**config.mk**
```make
export PLATFORM = sky130hd
export DESIGN_NAME = spi_readback_tx
export DESIGN_NICKNAME = d
export VERILOG_FILES = /design/src/rtl/eq_pkg.sv /design/src/rtl/spi_edge_sync.sv /design/src/rtl/spi_readback_tx.sv
export SDC_FILE = /design/constraint.sdc
export NUM_CORES = 1
export LEC_CHECK = 0
export ABC_AREA = 1
export BUFFER_PORTS_ARGS = -buffer_cell sky130_fd_sc_hd__buf_2
export CORE_MARGIN = 2
export CORE_UTILIZATION = 45
export DETAILED_ROUTE_END_ITERATION = 10
export PLACE_DENSITY = 0.7
export SYNTH_ARGS = -nofsm -noshare
export SYNTH_HDL_FRONTEND = slang
export SYNTH_SLANG_ARGS = --single-unit
```
**constraint.sdc**
```tcl
create_clock -name clk_in -period 4.33 [get_ports clk_in]
set_input_delay 0.866 -clock clk_in [delete_from_list [all_inputs] [get_ports clk_in]]
set_output_delay 0.866 -clock clk_in [all_outputs]
set_load 0.02 [all_outputs]
```
**src/rtl/eq_pkg.sv**
```systemverilog
// Shared EQ definitions used by the coefficient SPI paths.
//   coeff_t          : one signed 16-bit filter coefficient
//   NUM_EQ_COEFFS    : active coefficients, three bands of b0,b1,b2,a1,a2
//   READBACK_HEADER  : first word of every readback frame
//   readback_state_t : state of the readback transmitter
package eq_pkg;

  typedef logic signed [15:0] coeff_t;

  localparam int NUM_EQ_COEFFS = 15;
  localparam logic [15:0] READBACK_HEADER = 16'hA55A;

  typedef enum logic [1:0] {
    IDLE  = 2'd0,
    LOAD  = 2'd1,
    SHIFT = 2'd2,
    DONE  = 2'd3
  } readback_state_t;

endpackage

```
**src/rtl/spi_edge_sync.sv**
```systemverilog
// Brings one asynchronous SPI pin into the system clock domain and derives
// single-cycle rise/fall pulses from the synchronized copy.
// Ports:
//   i_clk    : system clock
//   i_rst_n  : synchronous active-low reset
//   i_async  : asynchronous pin (sck or cs)
//   o_sync   : synchronized level (last synchronizer stage)
//   o_rise   : 1-cycle pulse on a synchronized 0->1 transition
//   o_fall   : 1-cycle pulse on a synchronized 1->0 transition
// The chain resets to 0 so that a pin already low when reset releases does
// not produce a falling edge; only a later genuine high->low transition does.
module spi_edge_sync #(
  parameter int SYNC_STAGES = 2
) (
  input  logic i_clk,
  input  logic i_rst_n,
  input  logic i_async,
  output logic o_sync,
  output logic o_rise,
  output logic o_fall
);

  logic [SYNC_STAGES-1:0] r_sync;
  logic                   r_prev;

  always_ff @(posedge i_clk) begin
    if (!i_rst_n) begin
      r_sync <= '0;
      r_prev <= 1'b0;
    end else begin
      r_sync <= {r_sync[SYNC_STAGES-2:0], i_async};
      r_prev <= r_sync[SYNC_STAGES-1];
    end
  end

  assign o_sync = r_sync[SYNC_STAGES-1];
  assign o_rise = r_sync[SYNC_STAGES-1] & ~r_prev;
  assign o_fall = ~r_sync[SYNC_STAGES-1] & r_prev;

endmodule

```
**src/rtl/spi_readback_tx.sv**
```systemverilog
// SPI-slave transmit path: while the MCU holds cs low, shifts out on sdo a
// frame of 16-bit words {HEADER, peak |sample| since the previous frame,
// coefficient words 0..NUM_COEFFS-1}. SPI mode 0, MSB first; sck and cs are
// oversampled in the clk_in domain (sck period >= 8 clk_in periods).
// Ports:
//   clk_in       : system clock
//   rst_in       : synchronous active-low reset
//   sck, cs      : SPI clock / active-low chip select from the MCU (async)
//   sample       : signed audio sample, sample_valid marks a new one
//   coeff_flat   : coefficients, word 0 in [15:0]; read only when a frame starts
//   sdo, sdo_oe  : serial data and its pad output enable
//   busy         : frame in progress (not IDLE)
//   frame_done   : 1-cycle pulse when cs releases after the full frame
// Handshake: there is no valid/ready pair; a frame is framed by cs alone.
// cs low starts it, each synchronized sck falling edge advances one bit, and
// cs high ends it at any point (taking priority over a same-cycle sck edge).
module spi_readback_tx
  import eq_pkg::*;
#(
  parameter int          NUM_COEFFS  = NUM_EQ_COEFFS,
  parameter logic [15:0] HEADER      = READBACK_HEADER,
  parameter int          SYNC_STAGES = 2
) (
  input  logic                    clk_in,
  input  logic                    rst_in,
  input  logic                    sck,
  input  logic                    cs,
  input  logic [15:0]             sample,
  input  logic                    sample_valid,
  input  logic [NUM_COEFFS*16-1:0] coeff_flat,
  output logic                    sdo,
  output logic                    sdo_oe,
  output logic                    busy,
  output logic                    frame_done
);

  localparam int FRAME_BITS = (NUM_COEFFS + 2) * 16;
  localparam int CNT_W      = $clog2(FRAME_BITS + 1);
  localparam logic [CNT_W-1:0] CNT_MAX = CNT_W'(FRAME_BITS);

  readback_state_t r_state;
  readback_state_t w_next;

  logic [FRAME_BITS-1:0] r_shift;
  logic [FRAME_BITS-1:0] w_frame;
  logic [CNT_W-1:0]      r_cnt;
  logic [15:0]           r_peak;
  logic [15:0]           w_abs;
  logic                  r_frame_done;

  logic w_sck_lvl, w_sck_rise, w_sck_fall;
  logic w_cs_lvl, w_cs_rise, w_cs_fall;
  logic w_unused_edges;

  spi_edge_sync #(.SYNC_STAGES(SYNC_STAGES)) u_sck_sync (
    .i_clk   (clk_in),
    .i_rst_n (rst_in),
    .i_async (sck),
    .o_sync  (w_sck_lvl),
    .o_rise  (w_sck_rise),
    .o_fall  (w_sck_fall)
  );

  spi_edge_sync #(.SYNC_STAGES(SYNC_STAGES)) u_cs_sync (
    .i_clk   (clk_in),
    .i_rst_n (rst_in),
    .i_async (cs),
    .o_sync  (w_cs_lvl),
    .o_rise  (w_cs_rise),
    .o_fall  (w_cs_fall)
  );

  // The MCU samples on sck rising edges, so only falling edges matter here;
  // cs is used as a level, not as a rising edge.
  assign w_unused_edges = w_sck_lvl & w_sck_rise & w_cs_rise;

  // Magnitude of the sample; -32768 has no positive twin so it clamps.
  always_comb begin
    w_abs = sample;
    if (sample[15]) begin
      w_abs = (sample == 16'h8000) ? 16'h7FFF : (~sample + 16'd1);
    end
  end

  // Frame image, word 0 (HEADER) in the MSBs so it leaves first.
  always_comb begin
    w_frame = '0;
    w_frame[FRAME_BITS-1 -: 16]  = HEADER;
    w_frame[FRAME_BITS-17 -: 16] = r_peak;
    for (int i = 0; i < NUM_COEFFS; i++) begin
      w_frame[FRAME_BITS-33-16*i -: 16] = coeff_flat[16*i +: 16];
    end
  end

  // FSM: state register
  always_ff @(posedge clk_in) begin
    if (!rst_in) begin
      r_state <= IDLE;
    end else begin
      r_state <= w_next;
    end
  end

  // FSM: next state. A released cs ends any frame, complete or not.
  always_comb begin
    w_next = r_state;
    if (r_state != IDLE && w_cs_lvl) begin
      w_next = IDLE;
    end else begin
      case (r_state)
        IDLE:    if (w_cs_fall) w_next = LOAD;
        LOAD:    w_next = SHIFT;
        SHIFT:   if (r_cnt == CNT_MAX) w_next = DONE;
        DONE:    w_next = DONE;
        default: w_next = IDLE;
      endcase
    end
  end

  // FSM: outputs
  always_comb begin
    sdo    = 1'b0;
    sdo_oe = 1'b0;
    busy   = 1'b0;
    case (r_state)
      LOAD: begin
        // The shift register loads at the end of this cycle; drive the
        // first bit directly so sdo is valid as early as possible.
        sdo    = HEADER[15];
        sdo_oe = 1'b1;
        busy   = 1'b1;
      end
      SHIFT: begin
        sdo    = r_shift[FRAME_BITS-1];
        sdo_oe = 1'b1;
        busy   = 1'b1;
      end
      DONE: begin
        sdo_oe = 1'b1;
        busy   = 1'b1;
      end
      default: ;
    endcase
  end

  assign frame_done = r_frame_done;

  // Datapath: shift register, bit counter, peak tracker, done pulse
  always_ff @(posedge clk_in) begin
    if (!rst_in) begin
      r_shift      <= '0;
      r_cnt        <= '0;
      r_peak       <= '0;
      r_frame_done <= 1'b0;
    end else begin
      r_frame_done <= (r_state == DONE) && (w_next == IDLE);

      if (r_state == LOAD) begin
        r_shift <= w_frame;
        r_cnt   <= '0;
      end else if (r_state == SHIFT && w_sck_fall && !w_cs_lvl &&
                   r_cnt != CNT_MAX) begin
        r_shift <= {r_shift[FRAME_BITS-2:0], 1'b0};
        r_cnt   <= r_cnt + 1'b1;
      end

      // The snapshot above took the old peak; a sample arriving in LOAD
      // belongs to the next frame.
      if (r_state == LOAD) begin
        r_peak <= sample_valid ? w_abs : 16'h0000;
      end else if (sample_valid && (w_abs > r_peak)) begin
        r_peak <= w_abs;
      end
    end
  end

endmodule
```
==> flow_summary.yaml <==
drt:
  wl_per_cell_um: 13.4
  ant_nets: 0
  drt_iter0_drc: 1065
  drc_errors: 0
  avgViaCountPerCell: 5.11
  first_pass_iters: 5
  num_vias: 14100
  routed_wl_um: 37100
placed_design:
  dpl_cell_area_um2: 15600
  port_buffers: 264
  gp_congestion: 0.837
  hpwl_um: 22900
synth:
  synth_cells: 2173
  async_reset_ff_share_pct: 0
  yosysWarnings: 0
  seq_area_frac_synth_pct: 42.6
  syn_area_um2: 14400
  ys_ff_latch: 306
  synth_edf_count: 0
  yosysUniqueCellTypes: 30
  ys.flop_type: "dfxtp_1"
  syn_nets: 2458
  synth_area_per_cell_um2: 6.62
setup_path:
  crit_chain: "buf_2 -> inv_1 -> nor2_1 -> inv_1 -> nor2_1 -> nand3_2 -> inv_1 -> nor2_1 -> inv_1 -> ha_1 -> a21oi_1 -> nor2_1 -> nor2_1 -> nand2_1 -> nand2_1 -> nand2_1 -> nand2_1 -> buf_4 -> nand3_1 -> nand2_1 -> nor2_1"
  arrival_ns: 3.67
  slowest_stage: "buf_4"
  crit_top_cell: "nor2_1"
  worstSetupPathType: "input pin to flop"
  end_kind: "flop"
  cpPeakStageDelay_ns: 0.31
  required_ns: 4.72
  reg2regPathDepth: 11
  cp_max_fo: 24
  startpoint_type: "input pin"
cts:
  ctsResizeCount: 0
  ctsHoldBuffers: 0
  htree_levels: 2
  clock-root-buffer: "clkbuf_16"
  clock_latency_ns: 0.51
  cts.sinks: 306
  numCtsBuffers: 35
  clock_path_buffers: 3
  post_cts_buffers: 0
  path_clk_slew_ns: 0.06
  cts_tree: "built"
pwr:
  power_density_nw_per_um2: 583
  p_leak_nw: 6.93
  ir_drop_uv: 417
  fin_total_pwr_mw: 9.85
timing:
  hold_viol_final: 0
  tightest_slew_ns: 1.08
  rsz0062_at_grt: "false"
  setup_tns_ns: 0
  skew_ns: 0.0142
  clock.fmax_ghz: 0.306
  post-route-period-util_pct: 75.6
  drv_slew: 0
  fin_crit_ns: 3.27
  slew-limit-headroom_pct: 27.8
  setup_viol: 0
  whs_ns: 0.425
global_routing:
  track_usage_pct: 21.1
  grt_pass1_wl_um: 60200
  grt_max_degree: 205
  gr-total-overflow: 0
  grt_pass1_vias: 12700
  antenna_found_initial: 12
final_layout:
  n_fill_cell: 3156
  layout_commonest_cell: "nand2_1"
  drive_gt1_share_pct: 14.6
  nets: 2614
  ff_latch_area_um2: 6130
  multi_input_area_um2: 7140
  stdcell_area_um2: 16900
  final_cell_mix: "nand2_1, nor2_1, dfxtp_1"
  synthToLayoutAreaGrowth_pct: 17.6
die:
  core_um2: 31500
  die_w_um: 183
  initial_utilization_pct: 45.7
  ios: 265
  die_area_um2: 33400
  die_height_um: 183
  fp-row-count: 65
run:
  maxCapViolCount: 0
hold_path:
  min_path_cells: 2
  min_path_type: "flop to flop"
status:
  status: "finished, final reports clean"
==> cell families (layout without fill, tap and decap cells) <==
| logic type | after synthesis | after routing | share of synthesized area [%] |
|---|---|---|---|
| other cells | 0 | 8 | 0 |
| simple gates | 1013 | 1013 | 27.1 |
| flops | 306 | 306 | 42.6 |
| buf+inv | 258 | 441 | 7.90 |
| fa+ha+maj | 24 | 24 | 2.09 |
| compound gates | 566 | 566 | 19.9 |
| xor+xnor | 6 | 6 | 0.366 |
==> cell usage after synthesis (all sizes together) (2+ instances only) <==
| cell | n | share of area, % |
|---|---|---|
| a21oi | 286 | 10 |
| buf | 74 | 3.1 |
| clkbuf | 85 | 2.2 |
| dfxtp | 306 | 43 |
| ha | 24 | 2.1 |
| inv | 98 | 2.6 |
| nand2 | 627 | 16 |
| nand3 | 43 | 1.5 |
| nand4 | 6 | 0.26 |
| nor2 | 328 | 8.6 |
| nor3 | 5 | 0.17 |
| nor3b | 2 | 0.10 |
| o21ai | 260 | 9.0 |
| o22ai | 15 | 0.65 |
| xnor2 | 3 | 0.18 |
| xor2 | 3 | 0.18 |
==> final cells by class <==
type                            count  area share, %
Antenna cell                        8          0.118
Clock buffer                       47           5.81
Clock inverter                     17           1.63
Inverter                           99           2.32
Multi-Input combinational cell   1609           42.3
Sequential cell                   306           36.2
Tap cell                          402           2.98
Timing Repair Buffer              278           8.66
==> final timing paths <==
check                        endpoint                 from  slack (ns)
setup / recovery            r_peak[4]           sample[15]        1.06
hold / removal    u_cs_sync.r_sync[1]  u_cs_sync.r_sync[0]        0.43
setup reg to reg          r_shift[43]             r_cnt[0]        1.47
hold reg to reg   u_cs_sync.r_sync[1]  u_cs_sync.r_sync[0]        0.43
==> through the flow <==
| stage | setup WS (ns) | instances | util [%] |
|---|---|---|---|
| after floorplan | 1.26 | 2173 | - |
| after global placement | 0.598 | 2694 | 49.7 |
| after detailed placement | 0.567 | 2694 | 49.7 |
| after CTS | 1.07 | 2758 | 53.6 |
| after global routing | 0.744 | 2764 | 53.7 |
| final | 1.06 | 2766 | 53.7 |
==> worst max-delay path, delay by kind of cell <==
family                   cells  cell delay (ns)
AO/OA/AOI/OAI                1             0.13
adder cells (fa/ha/maj)      1             0.23
buffers and inverters        6             1.07
AND/OR/NAND/NOR             13             1.37
==> layer usage <==
metal  part of all wire [%]  track usage [%]  routed length [µm]  vias to the layer above
li1                       -                -                   -                     7321
met1                     46             28.1               16900                     6424
met2                     46             33.9               16900                      324
met3                    6.9             5.40                2560                       54
met4                    1.7             6.03                 637                        8
met5                   0.13                0                  47                        -
==> state kept, by name (all words and copies together), names as in the netlist <==
name and count:
r_cnt 9, frame_done 1, u_sck_sync.r_sync 2, u_cs_sync.r_sync 2, r_shift 272, u_cs_sync.r_prev 1
r_state 2, r_peak 16, u_sck_sync.r_prev 1
==> power breakdown <==
part | leakage, nW | switching [mW] | internal (mW) | total, mW
Sequential | 2.49 | 0.247 | 3.35 | 3.60
Clock | 0.622 | 1.18 | 2.02 | 3.20
Combinational | 3.82 | 2.03 | 1.02 | 3.05
Total | 6.93 | 3.46 | 6.40 | 9.85
No activity file was read; power rests on OpenSTA's default activity.
